### config.mk
export PLATFORM = sky130hd
export DESIGN_NAME = mul_issue_ctrl
export DESIGN_NICKNAME = d
export VERILOG_FILES = /design/src/rtl/mul_pkg.sv /design/src/rtl/mul_watchdog.sv /design/src/rtl/mul_issue_ctrl.sv
export SDC_FILE = /design/constraint.sdc
export NUM_CORES = 1
export LEC_CHECK = 0
export BUFFER_PORTS_ARGS = -buffer_cell sky130_fd_sc_hd__buf_4
export CORE_ASPECT_RATIO = 1.1
export CORE_MARGIN = 3
export CORE_UTILIZATION = 35
export CTS_BUF_LIST = sky130_fd_sc_hd__clkbuf_4
export DETAILED_ROUTE_END_ITERATION = 8
export GPL_TIMING_DRIVEN = 0
export PLACE_DENSITY_LB_ADDON = 0.25
export RECOVER_POWER = 25
export REMOVE_ABC_BUFFERS = 1
export SETUP_SLACK_MARGIN = 0.5
export SLEW_MARGIN = 25
export SYNTH_ARGS = -nofsm -noshare
export SYNTH_HDL_FRONTEND = slang
export SYNTH_HIERARCHICAL = 1
export SYNTH_SLANG_ARGS = --single-unit
### constraint.sdc
create_clock -name clk -period 3.3 [get_ports clk]
set_clock_uncertainty 0.15 [all_clocks]
set_input_delay 0.33 -clock clk [delete_from_list [all_inputs] [get_ports clk]]
set_output_delay 0.33 -clock clk [all_outputs]
set_load 0.1 [all_outputs]
### src/rtl/mul_pkg.sv
// Shared definitions for the multiplier issue controller: op bit positions and FSM encoding.
package mul_pkg;

  localparam int unsigned MUL_W   = 0;
  localparam int unsigned MULH_W  = 1;
  localparam int unsigned MULH_WU = 2;

  typedef enum logic [1:0] {
    StIdle  = 2'd0,
    StBusy  = 2'd1,
    StHold  = 2'd2,
    StDrain = 2'd3
  } mul_state_e;

  function automatic logic is_mul_op(input logic [2:0] op);
    return op[MUL_W] | op[MULH_W] | op[MULH_WU];
  endfunction

endpackage

### src/rtl/mul_watchdog.sv
// Counts consecutive cycles an operation is outstanding and flags a missing completion.
module mul_watchdog #(
  parameter int unsigned Cycles = 64
) (
  input  logic clk,
  input  logic reset,
  input  logic active,
  input  logic done,
  output logic timeout
);

  localparam int unsigned CntW = (Cycles > 1) ? $clog2(Cycles) : 1;

  logic [CntW-1:0] cnt_q;

  // Fires in the Cycles-th outstanding cycle; a same-cycle done wins.
  assign timeout = active & ~done & (cnt_q == CntW'(Cycles - 1));

  always_ff @(posedge clk or posedge reset) begin
    if (reset) begin
      cnt_q <= '0;
    end else if (active && !timeout && !done) begin
      cnt_q <= cnt_q + 1'b1;
    end else begin
      cnt_q <= '0;
    end
  end

endmodule

### src/rtl/mul_issue_ctrl.sv
// Issues multiply ops from EXE to an external multiplier and holds the result for MEM.
// Optional watchdog enabled by defining MUL_TIMEOUT_EN.
module mul_issue_ctrl
  import mul_pkg::*;
#(
  parameter int unsigned MUL_TIMEOUT_CYCLES = 64
) (
  input  logic        clk,
  input  logic        reset,
  input  logic        es_valid,
  input  logic [9:0]  es_mul_div_op,
  input  logic [31:0] es_src1,
  input  logic [31:0] es_src2,
  input  logic        ms_allowin,
  input  logic        flush,
  output logic        mult,
  output logic [9:0]  mul_div_op,
  output logic [31:0] alu_src1,
  output logic [31:0] alu_src2,
  input  logic [31:0] mul_result,
  input  logic        done,
  output logic        es_stall,
  output logic [31:0] md_result,
  output logic        md_result_valid,
  output logic        md_error
);

  mul_state_e state_q;
  logic       es_is_mul;
  logic       launch;
  logic       timeout;

  assign es_is_mul = es_valid & is_mul_op(es_mul_div_op[2:0]);
  assign launch    = (state_q == StIdle) & es_is_mul & ~flush;

`ifdef MUL_TIMEOUT_EN
  mul_watchdog #(
    .Cycles (MUL_TIMEOUT_CYCLES)
  ) u_watchdog (
    .clk     (clk),
    .reset   (reset),
    .active  ((state_q == StBusy) || (state_q == StDrain)),
    .done    (done),
    .timeout (timeout)
  );

  always_ff @(posedge clk or posedge reset) begin
    if (reset) begin
      md_error <= 1'b0;
    end else if (timeout) begin
      md_error <= 1'b1;
    end
  end
`else
  logic unused_timeout_cfg;
  assign unused_timeout_cfg = ^MUL_TIMEOUT_CYCLES;
  assign timeout            = 1'b0;
  assign md_error           = 1'b0;
`endif

  // Stall is combinational so EXE holds in the launch cycle; forced low while in reset.
  assign es_stall = ~reset & (launch
                            | (state_q == StBusy)
                            | ((state_q == StHold) & ~ms_allowin)
                            | ((state_q == StDrain) & es_is_mul));

  always_ff @(posedge clk or posedge reset) begin
    if (reset) begin
      state_q         <= StIdle;
      mult            <= 1'b0;
      md_result_valid <= 1'b0;
      md_result       <= '0;
      mul_div_op      <= '0;
      alu_src1        <= '0;
      alu_src2        <= '0;
    end else begin
      mult <= 1'b0;
      case (state_q)
        StIdle: begin
          if (launch) begin
            mult       <= 1'b1;
            mul_div_op <= es_mul_div_op;
            alu_src1   <= es_src1;
            alu_src2   <= es_src2;
            state_q    <= StBusy;
          end
        end
        StBusy: begin
          if (done) begin
            if (flush) begin
              state_q <= StIdle;
            end else begin
              md_result       <= mul_result;
              md_result_valid <= 1'b1;
              state_q         <= StHold;
            end
          end else if (timeout) begin
            state_q <= StIdle;
          end else if (flush) begin
            state_q <= StDrain;
          end
        end
        StHold: begin
          if (flush || ms_allowin) begin
            md_result_valid <= 1'b0;
            state_q         <= StIdle;
          end
        end
        StDrain: begin
          // Result of a flushed op is dropped; just wait for the multiplier to go idle.
          if (done || timeout) begin
            state_q <= StIdle;
          end
        end
        default: state_q <= StIdle;
      endcase
    end
  end

endmodule

# Yosys cells after proc, flatten, opt, wreduce, memory -nomap -nowiden
# Cells that the tools add are included.
# op_classes
addsub	0
n_mul	0
n_div	0
order_cmp	0
eq_ne	9
shift	0
n_mux	13
n_bitwise	14
n_reduce_logical	7
# ops
op	n
$mux W2	6
$ne A2 B2 Y1 const B	4
$pmux W2 S4	1
$reduce_and A4 Y1	2
$and A1 B1 Y1	6
$mux W1	5
$or A1 B1 Y1	5
$eq A2 B2 Y1 const B	2
$ne A3 B3 Y1 const B	1
$not A1 Y1	3
$reduce_and A3 Y1	1
$eq A2 B1 Y1 const B	1
$logic_not A2 Y1	1
$ne A2 B1 Y1 const B	1
$pmux W1 S2	1
$reduce_and A2 Y1	1
$reduce_bool A2 Y1	1
$logic_or A1 B1 Y1	1
# totals
ff_bits	110
latch_bits	0
ram_bits	0
romBits	0
in_bits	112
output_inout_bits	110
word_cells	50
n_memories	0

# Logic depth before layout (Yosys ltp)
# Gate-level depths: netlist of run 1.
# depth
depth_word	9
ltp_mapped	5
depth_no_buf	3

# Worst setup path before layout of run 1
# No wires, ideal clock.
# synth_timing
path_kind	flip-flop to output port
from	reg state_q[0]
to	out es_stall
t_arrival_ps	2342
required_ps	2820
slack_ps	478
stages_incl_launch_ff	3
path_buffers	0
cell_sequence	dfrtp_1 > or3_1 > a31oi_1
# synth_between
elab_chain_len	7
word_cells_on_any_way	12
classes_between	eq/ne (3); bitwise (8); reduce/logical (1)
# synth_rtl
element	line_no	text
start, declared	mul_issue_ctrl.sv:28	mul_state_e state_q;
start signal, assigned	mul_issue_ctrl.sv:69	state_q <= StIdle;
start signal, assigned	mul_issue_ctrl.sv:85	state_q <= StBusy;
start signal, assigned	mul_issue_ctrl.sv:91	state_q <= StIdle;
$logic_not A2 Y1	mul_issue_ctrl.sv:34	assign launch = (state_q == StIdle) & es_is_mul & ~flush;
$and A1 B1 Y1 (2 in series)	mul_issue_ctrl.sv:34	
$or A1 B1 Y1	mul_issue_ctrl.sv:63	| (state_q == StBusy)
$or A1 B1 Y1	mul_issue_ctrl.sv:64	| ((state_q == StHold) & ~ms_allowin)
$or A1 B1 Y1 *	mul_issue_ctrl.sv:65	| ((state_q == StDrain) & es_is_mul));
$and A1 B1 Y1 *	mul_issue_ctrl.sv:62	assign es_stall = ~reset & (launch
end, declared	mul_issue_ctrl.sv:22	output logic es_stall,
# Every way passes the cells marked *; elsewhere a longest branch is shown, timed or not.

# Worst setup path after layout of run 1
# layout_timing
from	in es_mul_div_op[0]
to	out es_stall
# layout_between
elab_chain_len	9
word_cells_on_any_way	10
classes_between	bitwise (10)
# layout_rtl
element	line_no	text
start, declared	mul_issue_ctrl.sv:11	input logic [9:0] es_mul_div_op,
$or A1 B1 Y1 * (2 in series)	mul_pkg.sv:16	return op[MUL_W] | op[MULH_W] | op[MULH_WU];
$and A1 B1 Y1 *	mul_issue_ctrl.sv:33	assign es_is_mul = es_valid & is_mul_op(es_mul_div_op[2:0]);
$and A1 B1 Y1 (2 in series)	mul_issue_ctrl.sv:34	
$or A1 B1 Y1	mul_issue_ctrl.sv:63	
$or A1 B1 Y1	mul_issue_ctrl.sv:64	
$or A1 B1 Y1 *	mul_issue_ctrl.sv:65	
$and A1 B1 Y1 *	mul_issue_ctrl.sv:62	
# Marks and branches as above.

==> results.yml, run 1 <==
status:
  outcome: "finished, violations left"
  violations: "capacitance limit, slew limit"
grt:
  grt.total_usage_pct: 16.98
  overflow: 0
  grt_pass1_wl_mm: 18.48
  grt_max_degree: 65
  grt_pass1_vias: 3644
  antenna_found_initial: 0
sta:
  finalHoldViolations: 0
  slew_headroom_pct: -41.99
  setup_viol: 0
  rsz0062_at_grt: "false"
  worst_pin_slew_ns: 2.118
  layout_min_cycle_time_ns: 2.425
  setup_ws_ns: 0.8748
  drv_slew: 47
  fin_crit_sh_pct: 73.49
  max_freq_ghz: 0.4123
setup_path:
  slowest_delay_ns: 0.54
  cp-end-kind: "output pin"
  r2r-end: "md_result[25]"
  reg2reg_setup_slack_ns: 1.13
  ff2ff_path_depth: 3
  setup.worst_path.class: "in2out"
  startpoint: "es_mul_div_op[0]"
  crit_top_cell: "buf_4"
  r2r_start: "state_q[1]"
  cp-start-kind: "input pin"
  cp_data_arrival_time_ns: 1.95
  cp_slowest_cell: "dlygate4sd3_1"
  critPathMaxFanout: 3
  crit_chain: "dlygate4sd3_1, buf_4, or3_4, o211ai_1, a31oi_1, buf_4"
  crit_required_ns: 2.82
synthesis:
  post-synth-top-area-fraction_pct: 65.38
  avgSynthCellArea_um2: 16.58
  synth_top_area_cell: "dfrtp_1"
  synth_edf_count: 0
  ys_warn_count: 6
  seq_area_frac_synth_pct: 65.38
  ys_ff_latch: 110
  synthTopCellsByCount: "dfrtp_1 (110), mux2_1 (84), mux2_2 (22)"
  ys_types: 24
  synthCells: 254
  ys_async_sr_fraction_pct: 100.0
  syn_area_mm2: 0.004210
  synthTopCellsByArea: "dfrtp_1 (65%), mux2_1 (22%), mux2_2 (5.9%), buf_6 (1.6%), buf_4 (1.1%)"
  yosysMostFrequentCell: "dfrtp_1"
  ys.flop_type: "dfrtp_1"
clock_network:
  cts_buffer_depth: 2
  cts.sinks: 110
  clk_pin_slew_ns: 0.15
  post_cts_buffers: 0
  post_cts_resized: 0
  cts_buffers: 9
  clk_latency_ns: 0.40
  htree_levels: 3
  cts_tree: "done"
  cts-root-buf: "clkbuf_4"
cells_and_area:
  seq_area_mm2: 0.002753
  fin_util_pct: 62.16
  areaGrowthSynthToFinish_pct: 71.17
  multiInputGateArea_mm2: 0.001339
  drive_gt1_share_pct: 45.07
  n_fill_cell: 837
  num_antenna_cells: 0
  finalNetCount: 695
place:
  gp_congestion: 0.7872
  numPortBuffers: 220
  dp_hpwl_mm: 7.496
  dp_slack_ns: 1.158
worst_hold_path:
  hold_start: "flush"
  hp-class: "in2reg"
  hold_path_depth: 4
  hold_end: "md_result_valid"
route:
  drt_iter0_drc: 113
  dr.pass1.iters: 6
  totalWireLength_mm: 11.30
  via_count: 3325
  route.detailed.drc: 0
  wl_per_cell_um: 15.30
  drtAntennaViolNets: 0
  drt-vias-per-instance: 4.505
floorplan:
  io_pins: 222
  die_x_um: 110.6
  rows: 41
  start_util_pct: 36.32
  dieHeight_um: 121.0
  die-area_mm2: 0.01338
  coreArea_mm2: 0.01159
job:
  cap_violations: 1
==> placed cells by master (no fill, tap or decap), types with 2 or more instances in the layout <==
master / instances
buf_4: 219
dfrtp_1: 110
nand2_1: 3
mux2_2: 22
dlygate4sd3_1: 108
buf_12: 2
clkbuf_4: 13
nor2b_1: 2
o21ai_0: 4
mux2_1: 84
==> through the flow <==
step / setup TNS (ns) / hold WS [ns] / cell area, um^2 / cells
after floorplan: -9.053 / 0.3121 / 4093 / 241
after global placement: -187.24 / 0.3186 / 5932 / 611
after detailed placement: 0 / 0.2393 / 6015 / 614
after CTS: 0 / 0.008639 / 7214 / 738
after global routing: 0 / 0.03023 / 7207 / 738
final: 0 / 0.06640 / 7207 / 738
==> logic make-up (layout without fill, tap and decap cells) <==
kind of cell	after synthesis	in the layout	share of synthesized area [%]
flops	110	110	65.38
simple gates	14	14	2.140
compound gates	7	7	0.9809
buf+inv	16	350	3.061
other cells	1	1	0.08907
mux	106	106	28.35
==> metal layers <==
metal | vias up | track usage [%] | routed length [um]
met5 | - | 0 | 0
met4 | 0 | 4.850 | 164
met3 | 14 | 5.935 | 892
met2 | 161 | 29.10 | 5656
met1 | 1606 | 20.31 | 4581
li1 | 1544 | - | -
==> worst max path at each step <==
stage                               end  slack [ns]  cells past startpoint
final                          es_stall        0.87                      6
after global routing           es_stall        0.83                      6
after CTS                      es_stall        0.87                      6
after detailed placement  md_result[30]        1.16                      3
after global placement      alu_src1[0]       -1.32                      2
after floorplan             alu_src1[0]       -0.08                      1
==> cell type report <==
class / instances / share of cell area, %
Clock buffer: 13 / 1.354
Timing Repair Buffer: 331 / 38.80
Tap cell: 150 / 2.604
Sequential cell: 110 / 38.19
Multi-Input combinational cell: 128 / 18.58
Inverter: 3 / 0.1736
Clock inverter: 3 / 0.2951
==> worst max-delay path: cells and delay by family <==
| family | cells | cell delay [ns] |
|---|---|---|
| buffers and inverters | 3 | 0.92 |
| and+or+nand+nor | 1 | 0.40 |
| AOI/OAI and AO/OA | 2 | 0.29 |
==> state kept, by name, indices dropped and copies added (netlist names) <==
name,flops
alu_src1,32
alu_src2,32
md_result,32
md_result_valid,1
mul_div_op,10
mult,1
state_q,2
==> what timing repair did <==
item | in CTS | in global routing
endpoints found under the setup margin | 0 | 0
hold buffers | 108 | 0
hold endpoints to repair | 153 | 0
Power of run 1 is left out: the tool's default activity adds up to more than one toggle a clock period on the data nets, which glitch-free logic cannot reach.
==> inputs of run 2 (changes only) <==
- clock period: 3.3 -> 2.1 ns (I/O delays scaled with it)
==> results.yml, run 2 (synthesis results as in run 1) <==
sta:
  layout_min_cycle_time_ns: 2.021
  hold_ws_ns: -0.04037
  max_freq_ghz: 0.4947
  setup_viol: 0
  slew_headroom_pct: 33.00
  rsz0062_at_grt: "true"
  fin_crit_sh_pct: 96.25
  finalHoldViolations: 1
  drv_slew: 0
  worst_pin_slew_ns: 1.003
worst_hold_path:
  hp-class: "in2reg"
grt:
  use_met3_pct: 6.384
  antenna_found_initial: 1
  gr-usage-met1_pct: 23.65
  busiest_layer: "met2"
  overflow: 0
  grt_max_degree: 65
  grt_pass1_vias: 3946
  grt.total_usage_pct: 20.51
  grt_pass1_wl_mm: 21.61
  met2_usage_pct: 37.18
cells_and_area:
  top_regs: "alu_src1 (32), alu_src2 (32), md_result (32)"
  seq_area_mm2: 0.002755
  finalNetCount: 724
  drive_gt1_share_pct: 62.07
  multiInputGateArea_mm2: 0.001783
  layout_common_cells: "buf_4 (223), dlygate4sd3_1 (109), dfrtp_1 (108)"
  areaGrowthSynthToFinish_pct: 92.15
  n_fill_cell: 747
  fin_area_mm2: 0.008090
  layout_commonest_cell: "buf_4"
setup_path:
  setup.worst_path.class: "reg2out"
  critPathMaxFanout: 4
  cp-end-kind: "output pin"
  cp-start-kind: "flop"
  cp_data_arrival_time_ns: 1.66
  crit_required_ns: 1.74
clock_network:
  cts-root-buf: "clkbuf_4"
  clk_pin_slew_ns: 0.13
  cts_tree: "done"
  holdBufCountCts: 109
  cts.sinks: 110
  clk_latency_ns: 0.40
  cts_buffer_depth: 2
  cts_buffers: 9
  htree_levels: 3
job:
  cap_violations: 0
floorplan:
  rows: 41
  coreArea_mm2: 0.01159
  start_util_pct: 36.32
  die-area_mm2: 0.01338
  io_pins: 222
  dieHeight_um: 121.0
  die_x_um: 110.6
route:
  route.detailed.drc: 0
  dr.pass1.iters: 4
  drt_iter0_drc: 147
  drt-vias-per-instance: 4.661
  via_count: 3580
  totalWireLength_mm: 14.46
  wl_per_cell_um: 18.83
  drtAntennaViolNets: 0
place:
  dp_hpwl_mm: 7.496
  gp_congestion: 0.7872
  post_dp_cell_area_mm2: 0.006015
  numPortBuffers: 220
status:
  outcome: "finished, violations left"
  violations: "hold timing"
run 2: changes by cell type in the layout (fill, tap and decap cells not counted), moves of 2 or more:
cell and change:
dfrtp_2 +2, and2_4 +4, mux2_1 -84, buf_4 +4
mux2_2 -22, buf_8 +3, mux2_4 +106, buf_16 +7
dfrtp_1 -2, buf_12 +3, buf_6 +8
run 2: per-stage QoR:
stage,setup TNS (ns),hold slack [ns],instances,worst slack [ns],utilization (%)
after global placement,-407.13,0.2729,611,-2.404,51.17
final,0,-0.04037,768,0.07874,69.78
after detailed placement,-0.6903,0.1193,614,-0.04208,51.88
after CTS,0,-0.08628,763,0.05383,66.88
after global routing,-0.01604,-0.07072,768,-0.01604,69.78
after floorplan,-199.47,0.1921,241,-1.162,-
run 2: path summary, 6_finish.rpt:
check,startpoint,end,slack [ns],depth (start not counted)
max in group asynchronous,reset,state_q[1],0.29,4
hold / removal,es_valid,state_q[0],-0.04,3
hold reg to reg,alu_src1[5],alu_src1[5],0.38,1
setup reg to reg,state_q[1],md_result[10],0.15,6
min in group asynchronous,reset,alu_src2[15],0.43,3
setup / recovery,state_q[1],es_stall,0.08,5
run 2: final cells by class:
type	count	area share (%)
antenna	1	0.03093
clock buffer	13	1.206
clock inverter	3	0.2629
tap	150	2.320
sequential	110	34.06
multi-input combinational	131	22.04
timing repair buffer	357	39.90
inverter	3	0.1856
run 2: critical path, cell delays in order (launching register included):
cell and delay, ns:
dfrtp_2 0.48, buf_4 0.15, nand2b_1 0.07, o211ai_1 0.09
a31oi_1 0.21, buf_6 0.25
run 2: repair_timing:
action                                  4_1_cts  5_1_grt
hold endpoints to repair                    155        1
endpoints found under the setup margin      101      109
setup buffers                                13        4
resized for setup                            47       92
pin swaps                                     6        1
cloned                                       11        0
run 2: layer usage:
metal / wire length, um / share of wire [%]
met1: 5895 / 41
met2: 7351 / 51
met3: 1036 / 7.2
met4: 179 / 1.2
met5: 0 / 0
Power of run 2 is left out for the same reason.
==> inputs of run 3 (changes only) <==
- CELL_PAD_IN_SITES_DETAIL_PLACEMENT: unset -> 1
- CELL_PAD_IN_SITES_GLOBAL_PLACEMENT: unset -> 1
- CORE_UTILIZATION: 35 -> 33
==> results.yml, run 3 (synthesis results as in run 1) <==
status:
  outcome: "finished, violations left"
  violations: "hold timing"
clock_network:
  htree_levels: 3
  cts_buffer_depth: 2
  cts_buffers: 9
  cts.sinks: 110
  cts_tree: "done"
  holdBufCountCts: 111
  clk_latency_ns: 0.47
  cts-root-buf: "clkbuf_4"
  clk_pin_slew_ns: 0.17
setup_path:
  slowest_delay_ns: 0.49
  crit_required_ns: 1.74
  setup.worst_path.class: "reg2out"
  path_buf_inv: 2
  crit_chain: "buf_6, nand2b_1, o211ai_1, a31oi_4, buf_12"
  critPathMaxFanout: 4
  cp_slowest_cell: "dfrtp_2"
  cp-start-kind: "flop"
  cp_data_arrival_time_ns: 1.73
  path_delay_family: "flip-flops"
  cp-end-kind: "output pin"
sta:
  finalHoldViolations: 1
  worst_pin_slew_ns: 1.108
  layout_min_cycle_time_ns: 2.087
  setup_viol: 0
  rsz0062_at_grt: "true"
  drv_slew: 0
  fin_crit_sh_pct: 99.38
  max_freq_ghz: 0.4792
  tns_ns: 0
  hold_ws_ns: -0.09882
  slew_headroom_pct: 25.98
job:
  cap_violations: 0
route:
  drt-met1-wl_mm: 6.728
  drt-vias-per-instance: 4.765
  met2_length_mm: 9.724
  met3_length_mm: 1.430
  dr.pass1.iters: 4
  drt_iter0_drc: 127
  route.detailed.drc: 0
  via_count: 3688
  totalWireLength_mm: 18.16
  top_layer_used: "met4"
  wl_per_cell_um: 23.46
  drtAntennaViolNets: 0
power:
  power.ir.vdd_worst_v: 0.001558
  total_power_mw: 13.98
  cellLeakagePower_nw: 4.228
  power_density_mw_per_mm2: 1671
cells_and_area:
  drive_gt1_share_pct: 61.94
  fin_area_mm2: 0.008366
  finalNetCount: 727
  fin_util_pct: 68.32
  num_antenna_cells: 0
  areaGrowthSynthToFinish_pct: 98.69
  n_fill_cell: 1098
  layout_common_cells: "buf_4 (182), dlygate4sd3_1 (111), dfrtp_1 (108)"
  layout_commonest_cell: "buf_4"
  top_regs: "alu_src1 (32), alu_src2 (32), md_result (32)"
floorplan:
  coreArea_mm2: 0.01224
  die_x_um: 113.7
  start_util_pct: 34.39
  die-area_mm2: 0.01415
  rows: 42
  io_pins: 222
  dieHeight_um: 124.5
place:
  numPortBuffers: 220
  dp_hpwl_mm: 8.405
  gp_congestion: 0.6988
  post_dp_cell_area_mm2: 0.006020
grt:
  grt_max_degree: 62
  grt_pass1_wl_mm: 24.58
  antenna_found_initial: 0
  grt_pass1_vias: 4249
  overflow: 0
  grt.total_usage_pct: 22.48
worst_hold_path:
  hp-class: "in2reg"
run 3: worst paths after layout:
path / depth (start not counted) / end / slack (ns) / startpoint
setup / recovery: 5 / es_stall / 0.01 / state_q[1]
hold / removal: 3 / state_q[0] / -0.1 / es_valid
setup reg to reg: 5 / md_result[28] / 0.08 / state_q[1]
hold reg to reg: 1 / md_result[9] / 0.38 / md_result[9]
max in group asynchronous: 4 / state_q[1] / 0.26 / reset
min in group asynchronous: 3 / alu_src2[30] / 0.44 / reset
run 3: layer usage:
layer,global-route usage (%),vias up
met4,6.506,0
met3,6.900,27
met5,0,-
li1,-,1615
met2,40.38,182
met1,25.32,1864
run 3: stage by stage:
step           worst slack (ns)  cells
5_1_grt                -0.08325    774
2_1_floorplan            -1.162    241
3_5_place_dp           -0.06413    618
6_report                0.01308    774
4_1_cts                -0.02082    759
3_3_place_gp             -2.553    615
run 3: worst reg2reg max path, cell delays in order, from the launching register on:
cell and delay, ns:
dfrtp_2 0.49, buf_4 0.17, nor3b_4 0.32, buf_4 0.19, and2_4 0.27, mux2_4 0.33
run 3: repair_timing:
| item | in CTS | in global routing |
|---|---|---|
| gates cloned | 5 | 8 |
| hold endpoints to repair | 158 | 1 |
| endpoints found under the setup margin | 108 | 151 |
| setup buffers | 9 | 7 |
| resized for setup | 51 | 136 |
| pin swaps | 7 | 2 |
run 3: area by class of cell:
cell class | count | area, um^2 | area share, %
multi-input cells | 131 | 1808 | 21.61
clock inverters | 7 | 111.4 | 1.331
flip-flops and latches | 110 | 2755 | 32.93
inverters | 3 | 15.01 | 0.1795
clock buffers | 9 | 67.56 | 0.8077
well taps | 154 | 192.7 | 2.303
repair buffers | 360 | 3416 | 40.83
run 3: where the power goes:
group	switching, mW	internal [mW]	total, mW
logic	6.62	2.56	9.19
clock network	0.730	0.598	1.33
registers	0.604	2.86	3.46
(Power assumes the default switching activity.)
